--- src/rtl/insight_tl_b_tracer.sv ---
// insight_tl_b_tracer
// -------------------
// Passive trace capture for one TileLink B (probe) channel. The block snoops the
// b_valid/b_ready handshake and never drives the monitored channel. It tags each
// beat with its position in a burst (first/last), filters by opcode, and pushes
// timestamped records into a FIFO that a trace sink drains.
//
// Optional feature macro: INSIGHT_B_TRACE_DATA_EN
//   defined   : b_mask, b_data and b_corrupt are stored per FIFO entry.
//   undefined : those fields are not stored; trace_mask/data/corrupt read 0.
//
// Handshake semantics (both sides): a transfer happens on a rising clock edge
// where valid & ready are both high. The monitored side is observe-only. On the
// sink side, trace_valid and all trace_* fields hold steady until the record is
// taken (trace_valid & trace_ready).
//
// Ports
//   clock, reset_n        : clock, asynchronous active-low reset
//   b_*                   : monitored B-channel handshake and fields (inputs)
//   enable                : capture enable (counters also gated by it)
//   clear                 : synchronous flush of FIFO, counters, overflow
//   opcode_en[7:0]        : bit i enables capture of opcode i
//   trace_valid/ready     : sink handshake
//   trace_*               : FIFO head record
//   fire_count            : beats fired while enabled (wraps)
//   stall_count           : cycles with b_valid & !b_ready while enabled (wraps)
//   drop_count            : captured beats lost to a full FIFO (saturates)
//   overflow              : sticky, set by any drop
//   tracker_state         : beat tracker state (0 = IDLE, 1 = BURST)

module insight_tl_b_tracer #(
    parameter int DATA_W = 64,
    parameter int ADDR_W = 32,
    parameter int SRC_W  = 3,
    parameter int SIZE_W = 4,
    parameter int DEPTH  = 8,
    parameter int TS_W   = 16
) (
    input  logic                clock,
    input  logic                reset_n,
    input  logic                b_valid,
    input  logic                b_ready,
    input  logic [2:0]          b_opcode,
    input  logic [1:0]          b_param,
    input  logic [SIZE_W-1:0]   b_size,
    input  logic [SRC_W-1:0]    b_source,
    input  logic [ADDR_W-1:0]   b_address,
    input  logic [DATA_W/8-1:0] b_mask,
    input  logic [DATA_W-1:0]   b_data,
    input  logic                b_corrupt,
    input  logic                enable,
    input  logic                clear,
    input  logic [7:0]          opcode_en,
    output logic                trace_valid,
    input  logic                trace_ready,
    output logic [2:0]          trace_opcode,
    output logic [1:0]          trace_param,
    output logic [SIZE_W-1:0]   trace_size,
    output logic [SRC_W-1:0]    trace_source,
    output logic [ADDR_W-1:0]   trace_address,
    output logic [DATA_W/8-1:0] trace_mask,
    output logic [DATA_W-1:0]   trace_data,
    output logic                trace_corrupt,
    output logic                trace_first,
    output logic                trace_last,
    output logic                trace_lost,
    output logic [TS_W-1:0]     trace_ts,
    output logic [31:0]         fire_count,
    output logic [31:0]         stall_count,
    output logic [15:0]         drop_count,
    output logic                overflow,
    output logic                tracker_state
);

    localparam int MASK_W   = DATA_W / 8;
    localparam int LG_BYTES = $clog2(MASK_W);
    localparam int MAX_SIZE = (1 << SIZE_W) - 1;
    // Wide enough to hold the largest beat count 2^(MAX_SIZE-LG_BYTES).
    localparam int BEAT_W   = (MAX_SIZE > LG_BYTES) ? (MAX_SIZE - LG_BYTES + 1) : 1;
    localparam int PTR_W    = (DEPTH > 1) ? $clog2(DEPTH) : 1;
    localparam int CNT_W    = PTR_W + 1;

    typedef enum logic {
        IDLE  = 1'b0,
        BURST = 1'b1
    } trk_state_t;

    typedef struct packed {
`ifdef INSIGHT_B_TRACE_DATA_EN
        logic [MASK_W-1:0] mask;
        logic [DATA_W-1:0] data;
        logic              corrupt;
`endif
        logic [2:0]        opcode;
        logic [1:0]        param;
        logic [SIZE_W-1:0] size;
        logic [SRC_W-1:0]  source;
        logic [ADDR_W-1:0] address;
        logic              first;
        logic              last;
        logic              lost;
        logic [TS_W-1:0]   ts;
    } rec_t;

    // ------------------------------------------------------------------
    // Handshake decode
    // ------------------------------------------------------------------
    logic fire, capture, pop, push, drop, full;

    assign fire    = b_valid & b_ready;
    assign capture = fire & enable & opcode_en[b_opcode];

    // ------------------------------------------------------------------
    // Beat tracker: runs on every fire, independent of enable/filter/clear
    // ------------------------------------------------------------------
    trk_state_t        state, state_nxt;
    logic [BEAT_W-1:0] remain, remain_nxt;
    logic [BEAT_W-1:0] burst_beats;
    logic              beat_first, beat_last;

    // Data opcodes (0-3) span 2^size bytes, at least one beat.
    always_comb begin
        burst_beats = BEAT_W'(1);
        if (!b_opcode[2] && (b_size > SIZE_W'(LG_BYTES)))
            burst_beats = BEAT_W'(1) << (b_size - SIZE_W'(LG_BYTES));
    end

    always_comb begin
        state_nxt  = state;
        remain_nxt = remain;
        beat_first = 1'b0;
        beat_last  = 1'b0;
        if (fire) begin
            case (state)
                IDLE: begin
                    beat_first = 1'b1;
                    if (burst_beats == BEAT_W'(1)) begin
                        beat_last = 1'b1;
                    end else begin
                        remain_nxt = burst_beats - BEAT_W'(1);
                        state_nxt  = BURST;
                    end
                end
                BURST: begin
                    remain_nxt = remain - BEAT_W'(1);
                    if (remain == BEAT_W'(1)) begin
                        beat_last = 1'b1;
                        state_nxt = IDLE;
                    end
                end
                default: state_nxt = IDLE;
            endcase
        end
    end

    always_ff @(posedge clock or negedge reset_n) begin
        if (!reset_n) begin
            state  <= IDLE;
            remain <= '0;
        end else begin
            state  <= state_nxt;
            remain <= remain_nxt;
        end
    end

    assign tracker_state = (state == BURST);

    // ------------------------------------------------------------------
    // Record FIFO
    // ------------------------------------------------------------------
    rec_t             mem [DEPTH];
    rec_t             rec_in, head;
    logic [PTR_W-1:0] wr_ptr, rd_ptr;
    logic [CNT_W-1:0] count, count_nxt;
    logic [TS_W-1:0]  ts_cnt;
    logic             lost_pending;

    assign pop  = trace_valid & trace_ready;
    assign full = (count == CNT_W'(DEPTH));
    // A pop in the same cycle frees the slot, so a full FIFO still accepts.
    assign push = capture & !clear & (!full | pop);
    assign drop = capture & !clear & full & !pop;

    assign count_nxt = count + CNT_W'(push) - CNT_W'(pop);

    always_comb begin
        rec_in         = '0;
`ifdef INSIGHT_B_TRACE_DATA_EN
        rec_in.mask    = b_mask;
        rec_in.data    = b_data;
        rec_in.corrupt = b_corrupt;
`endif
        rec_in.opcode  = b_opcode;
        rec_in.param   = b_param;
        rec_in.size    = b_size;
        rec_in.source  = b_source;
        rec_in.address = b_address;
        rec_in.first   = beat_first;
        rec_in.last    = beat_last;
        rec_in.lost    = lost_pending;
        rec_in.ts      = ts_cnt;
    end

    always_ff @(posedge clock or negedge reset_n) begin
        if (!reset_n) begin
            for (int i = 0; i < DEPTH; i++) mem[i] <= '0;
            wr_ptr       <= '0;
            rd_ptr       <= '0;
            count        <= '0;
            trace_valid  <= 1'b0;
            lost_pending <= 1'b0;
            ts_cnt       <= '0;
        end else begin
            ts_cnt <= ts_cnt + TS_W'(1);
            if (clear) begin
                wr_ptr       <= '0;
                rd_ptr       <= '0;
                count        <= '0;
                trace_valid  <= 1'b0;
                lost_pending <= 1'b0;
            end else begin
                if (push) begin
                    mem[wr_ptr] <= rec_in;
                    wr_ptr      <= wr_ptr + PTR_W'(1);
                end
                if (pop) rd_ptr <= rd_ptr + PTR_W'(1);
                count       <= count_nxt;
                trace_valid <= (count_nxt != '0);
                if (push)      lost_pending <= 1'b0;
                else if (drop) lost_pending <= 1'b1;
            end
        end
    end

    assign head          = mem[rd_ptr];
    assign trace_opcode  = head.opcode;
    assign trace_param   = head.param;
    assign trace_size    = head.size;
    assign trace_source  = head.source;
    assign trace_address = head.address;
    assign trace_first   = head.first;
    assign trace_last    = head.last;
    assign trace_lost    = head.lost;
    assign trace_ts      = head.ts;
`ifdef INSIGHT_B_TRACE_DATA_EN
    assign trace_mask    = head.mask;
    assign trace_data    = head.data;
    assign trace_corrupt = head.corrupt;
`else
    assign trace_mask    = '0;
    assign trace_data    = '0;
    assign trace_corrupt = 1'b0;
    logic unused_data;
    assign unused_data = ^{b_mask, b_data, b_corrupt};
`endif

    // ------------------------------------------------------------------
    // Event counters
    // ------------------------------------------------------------------
    always_ff @(posedge clock or negedge reset_n) begin
        if (!reset_n) begin
            fire_count  <= '0;
            stall_count <= '0;
            drop_count  <= '0;
            overflow    <= 1'b0;
        end else if (clear) begin
            fire_count  <= '0;
            stall_count <= '0;
            drop_count  <= '0;
            overflow    <= 1'b0;
        end else begin
            if (fire & enable)                fire_count  <= fire_count + 32'd1;
            if (b_valid & !b_ready & enable)  stall_count <= stall_count + 32'd1;
            if (drop && (drop_count != 16'hFFFF)) drop_count <= drop_count + 16'd1;
            if (drop)                         overflow    <= 1'b1;
        end
    end

endmodule

--- config.mk ---
export PLATFORM = sky130hd
export DESIGN_NAME = insight_tl_b_tracer
export DESIGN_NICKNAME = d
export VERILOG_FILES = /design/src/rtl/insight_tl_b_tracer.sv
export SDC_FILE = /design/constraint.sdc
export NUM_CORES = 1
export LEC_CHECK = 0
export ABC_AREA = 1
export CORE_MARGIN = 3
export CORE_UTILIZATION = 40
export CTS_CLUSTER_DIAMETER = 40
export DETAILED_ROUTE_END_ITERATION = 6
export PLACE_DENSITY_LB_ADDON = 0.3
export SYNTH_ARGS = -nofsm -noshare
export SYNTH_HDL_FRONTEND = slang
export SYNTH_SLANG_ARGS = --single-unit
--- constraint.sdc ---
create_clock -name clock -period 5.59 [get_ports clock]
set_input_delay 1.3975 -clock clock [delete_from_list [all_inputs] [get_ports clock]]
set_output_delay 1.3975 -clock clock [all_outputs]
set_load 0.05 [all_outputs]
-- After elaboration in Yosys (flattened, before gate mapping)
Index checks and enable logic that the tools add are counted.
- register bits after elaboration: 627
- input bits: 132
- output and inout port bits: 219
- word-level logic and storage cells: 175
- add/sub/neg operators: 11
- magnitude comparators: 5
- equal/unequal tests: 5
- shift-type cells: 1
- muxes and demuxes: 36
- bitwise logic cells: 15
- reduce and logical (&&, ||, !) cells: 18
- operators with widths (cell ; number):
    bitwise mux 504 bit ; 1
    binary-select mux 63 bit (select 3 bit) ; 1
    demux 63 bit (select 3 bit) ; 1
    two-way mux 63 bit ; 3
    two-way mux 32 bit ; 4
    adder 32 x 1 -> 32 bit, second input constant ; 2
    adder 16 x 1 -> 16 bit, second input constant ; 2
    two-way mux 16 bit ; 2
    == test 13 x 1 -> 1 bit, second input constant ; 2
    two-way mux 13 bit ; 2
    one-hot mux 13 bit (2 select lines) ; 1
    subtractor 13 x 1 -> 13 bit, second input constant ; 2
    inequality test 16 bit, second input constant ; 1
    two-way mux 1 bit ; 13
    << shifter 1 x 4 -> 13 bit, first input constant ; 1
    two-way mux 3 bit ; 4
    nonzero test 2 bit ; 6
    AND 1 bit ; 10
    >= comparator 4 bit, second input constant ; 2
    NOT 3 -> 4 bit ; 2
    adder 3 x 1 -> 3 bit, second input constant ; 2
    logical NOT 1 bit ; 5
    adder 4 x 1 -> 4 bit ; 1
    == test 4 bit, second input constant ; 1
    15 further kinds ; 20

-- Depth between registers and ports, before layout
- depth in word-level cells: 9
- gate-level depth with buffers: 13
- mapped depth without buffers: 12

-- Least setup slack after synthesis
Ideal clock, no wire load.
- kind: register to output
- start point: register rd_ptr[0]
- end point: output trace_last
- arrival time: 2.416 ns
- data required time: 4.193 ns
- setup slack: 1.777 ns
- cell stages (with the launch flop): 9
- buffers on the path: 4
- cell sequence: dfrtp_1 -> buf_2 -> clkbuf_1 -> clkbuf_1 -> clkbuf_1 -> nor2_1 -> nor2_1 -> o21ai_0 -> a31oi_1
- word-level cells in the longest chain between the ends: 4
- RTL lines (item ; line ; source):
    start, declared ; 173 ; logic [PTR_W-1:0] wr_ptr, rd_ptr;
    start signal, assigned ; 226 ; if (pop) rd_ptr <= rd_ptr + PTR_W'(1);
    NOT 3 -> 4 bit (implied by the code) ; 235 ; assign head = mem[rd_ptr];
    binary-select mux 63 bit (select 3 bit) ; 235 ;
    two-way mux 63 bit (implied by the code) (2 in a row) ; 235 ;
    end, declared ; 65 ; output logic trace_last,
No other way between the ends. The select of a mux whose other input is x is not followed.

-- Worst setup path in the final report
- start point: register rd_ptr[0]
- end point: output trace_address[28]
- word-level cells in the longest chain between the ends: 4
- RTL lines (item ; line ; source):
    NOT 3 -> 4 bit (implied by the code) ; 235 ;
    binary-select mux 63 bit (select 3 bit) ; 235 ;
    two-way mux 63 bit (implied by the code) (2 in a row) ; 235 ;
    end, declared ; 60 ; output logic [ADDR_W-1:0] trace_address,
No other way between the ends. The select of a mux whose other input is x is not followed.

==> reports/metrics.csv <==
metric;value;unit
EDFF count, synth;0;
layout cell share with drive strength beyond 1;0.06257;
drt drc;0;
top post-synthesis cells by area;dfrtp_1 (50%), nand2_1 (14%), o21ai_0 (8.9%), inv_1 (4.7%), a21oi_1 (4.7%);
commonest register cell after synthesis;dfrtp_1;
worst-margin pin slew;0.9086;ns
vias in the first global route;25340;
routability cong.;0.8372;
Routed WL;87490;um
Yosys top cell area share;0.5027;
Commonest cells post-synth;nand2_1 (1186), dfrtp_1 (627), o21ai_0 (556);
first-pass GRT wire length;141100;um
DRT iter0 DRCs;2278;
GRT Total Usage;0.2132;
hold buffers post-CTS;0;
IO buf count;204;
Nets;4291;
CORE AREA;0.07658;mm^2
crit start category;flop;
Num CTS Buffers;108;
CTS root buf;clkbuf_16;
TritonRoute pass-1 iters;6;
Tcrit/Tclk final;0.9099;
Max clock buf depth;3;
Required @ worst endpoint;4.19;ns
drt via density;5.065;
mapped cell area;0.03121;mm^2
LEAKAGE;0.01836;uW
final setup vio count;0;
minimum clock period;5.086;ns
yosys warns;0;
critical path class;reg2out;
Setup TNS;0;ns
# diodes;0;
clk_skew;0.02720;ns
Max-cap violations;0;
Seq/Total Area, Yosys;0.5027;
total gr overflow;0;
Avg Cell Area, Syn;7.678;um^2
max-slew violations;0;
Critical Path Sink Type;output pin;
Die Y;285.3;um
fmax;196.6;MHz
count leader, synth;nand2_1;
status;finished, final reports clean;
setup bufs post-CTS;0;
clock sink count;627;
Rel. slew slack;0.3943;
async set-reset flop share out of synthesis;1.000;
drt wl/cell;16.62;um
Cell Rows;101;
pwr dens;418.7;mW/mm^2
cts repair resizes;0;
Final Hold Viols;0;
Peak VDD IR;226.3;uV
IO Count;351;
Post-Syn Instances;4065;
H-tree Lvls;3;
via count;26670;
CTS tree;built;
Synth Register Bits;627;
largest net degree at the start of global routing;159;
Max Fanout on Critical Path;158;
critical path arrival;3.69;ns
area grow syn2layout;20.30;%
die span in x;285.3;um
Routed Antenna Nets;0;
worst min-delay path category;reg2reg;
synth unique cells;50;
HPWL after DPL;50390;um
RSZ-0062 raised after global routing;no;
die area;0.08142;mm^2
initial antenna violation count;1;
Reg clk slew, reported paths;0.06;ns
later-pin clock latency in the skew report;0.66;ns
Starting Density;0.4076;
Final Core Density;0.4903;
dominant cell type by area after synthesis;dfrtp_1;
final cells by class:
class	count	area, um^2
timing repair buffer	246	2575
inverter	404	1535
clock buffer	133	2898
tap	1030	1289
sequential	627	15700
multi-input combinational	2756	12560
clock inverter	69	993.5
fill	7370	39030
final timing paths:
| kind | startpoint | depth (start not counted) | slack, ns | end |
|---|---|---|---|---|
| setup / recovery | rd_ptr[0] | 7 | 0.50 | trace_address[28] |
| max in group asynchronous | reset_n | 2 | 3.59 | stall_count[0] |
| hold / removal | mem[469] | 2 | 0.46 | mem[469] |
| min in group asynchronous | reset_n | 1 | 0.80 | mem[466] |
| setup reg to reg | drop_count[0] | 8 | 2.85 | drop_count[13] |
| hold reg to reg | mem[469] | 2 | 0.46 | mem[469] |
logic make-up (layout without fill, tap and decap cells):
family                     Yosys count  count (layout)  share of synthesized area
DFF                                627             627                     0.5027
AOI/OAI and AO/OA                  998             998                     0.1650
and+or+nand+nor                   1628            1628                     0.2098
xor gates and xnor gates            41              41                    0.01151
other                                1              73                  0.0001201
buffers and inverters              754             852                     0.1042
adders and majority gates           16              16                   0.006654
worst max-delay path, cell delays in order (launching register included):
cell	delay [ns]
dfrtp_4	0.52
inv_8	0.61
buf_4	0.47
o21ai_0	0.15
nand2_1	0.07
nor2_1	0.04
a31oi_1	0.28
clkdlybuf4s50_1	0.87
layer usage:
| layer | global-route usage | vias to the layer above | share of wire |
|---|---|---|---|
| li1 | - | 13080 | - |
| met3 | 0.04380 | 113 | 0.068 |
| met4 | 0.05450 | 2 | 0.016 |
| met2 | 0.3377 | 738 | 0.46 |
| met5 | 0 | - | 0.00013 |
| met1 | 0.2989 | 12730 | 0.46 |
per-stage QoR:
step	power, uW	cells	worst slack, ns	instance area (um^2)	hold WS, ns
2_1_floorplan	7642	4137	1.777	31480	0.4366
3_3_place_gp	8734	5063	1.122	33660	0.4478
3_5_place_dp	8765	5063	1.109	33660	0.4531
4_1_cts	15870	5265	0.3988	37550	0.4648
5_1_grt	16440	5265	0.2737	37550	0.4762
6_report	15720	5265	0.5036	37550	0.4624
registers in the layout (all words and copies together), names as in the netlist, 3 cells and up:
signal,cells
count,4
drop_count,16
fire_count,32
mem,504
rd_ptr,3
remain,13
stall_count,32
ts_cnt,16
wr_ptr,3
placed cells by master, fill, tap and decap left out, types with 13 or more instances in the layout:
cell / netlist / layout
a21oi_1: 290 / 290
clkbuf_1: 150 / 16
nand3_1: 94 / 94
dfrtp_1: 627 / 625
a31oi_1: 64 / 64
nor3_1: 42 / 42
buf_4: 81 / 25
xor2_1: 34 / 34
o21ai_0: 556 / 556
ha_1: 15 / 15
buf_12: 0 / 17
nand2_1: 1186 / 1186
clkdlybuf4s50_1: 0 / 203
conb_1: 1 / 73
nand4_1: 54 / 54
bufinv_16: 0 / 19
clkbuf_16: 0 / 109
inv_1: 393 / 390
nor2_1: 220 / 220
o21ai_1: 64 / 64
inv_6: 0 / 15
clkinv_2: 0 / 13
report_power, final:
group / switching, uW / total, uW / internal, uW / leakage (uW)
Combinational: 2540 / 3630 / 1090 / 0.00905
Clock: 2440 / 7040 / 4600 / 0.00188
Sequential: 177 / 5060 / 4880 / 0.00744
Total: 5150 / 15700 / 10600 / 0.0184
Power figures use the tool's default switching activity.
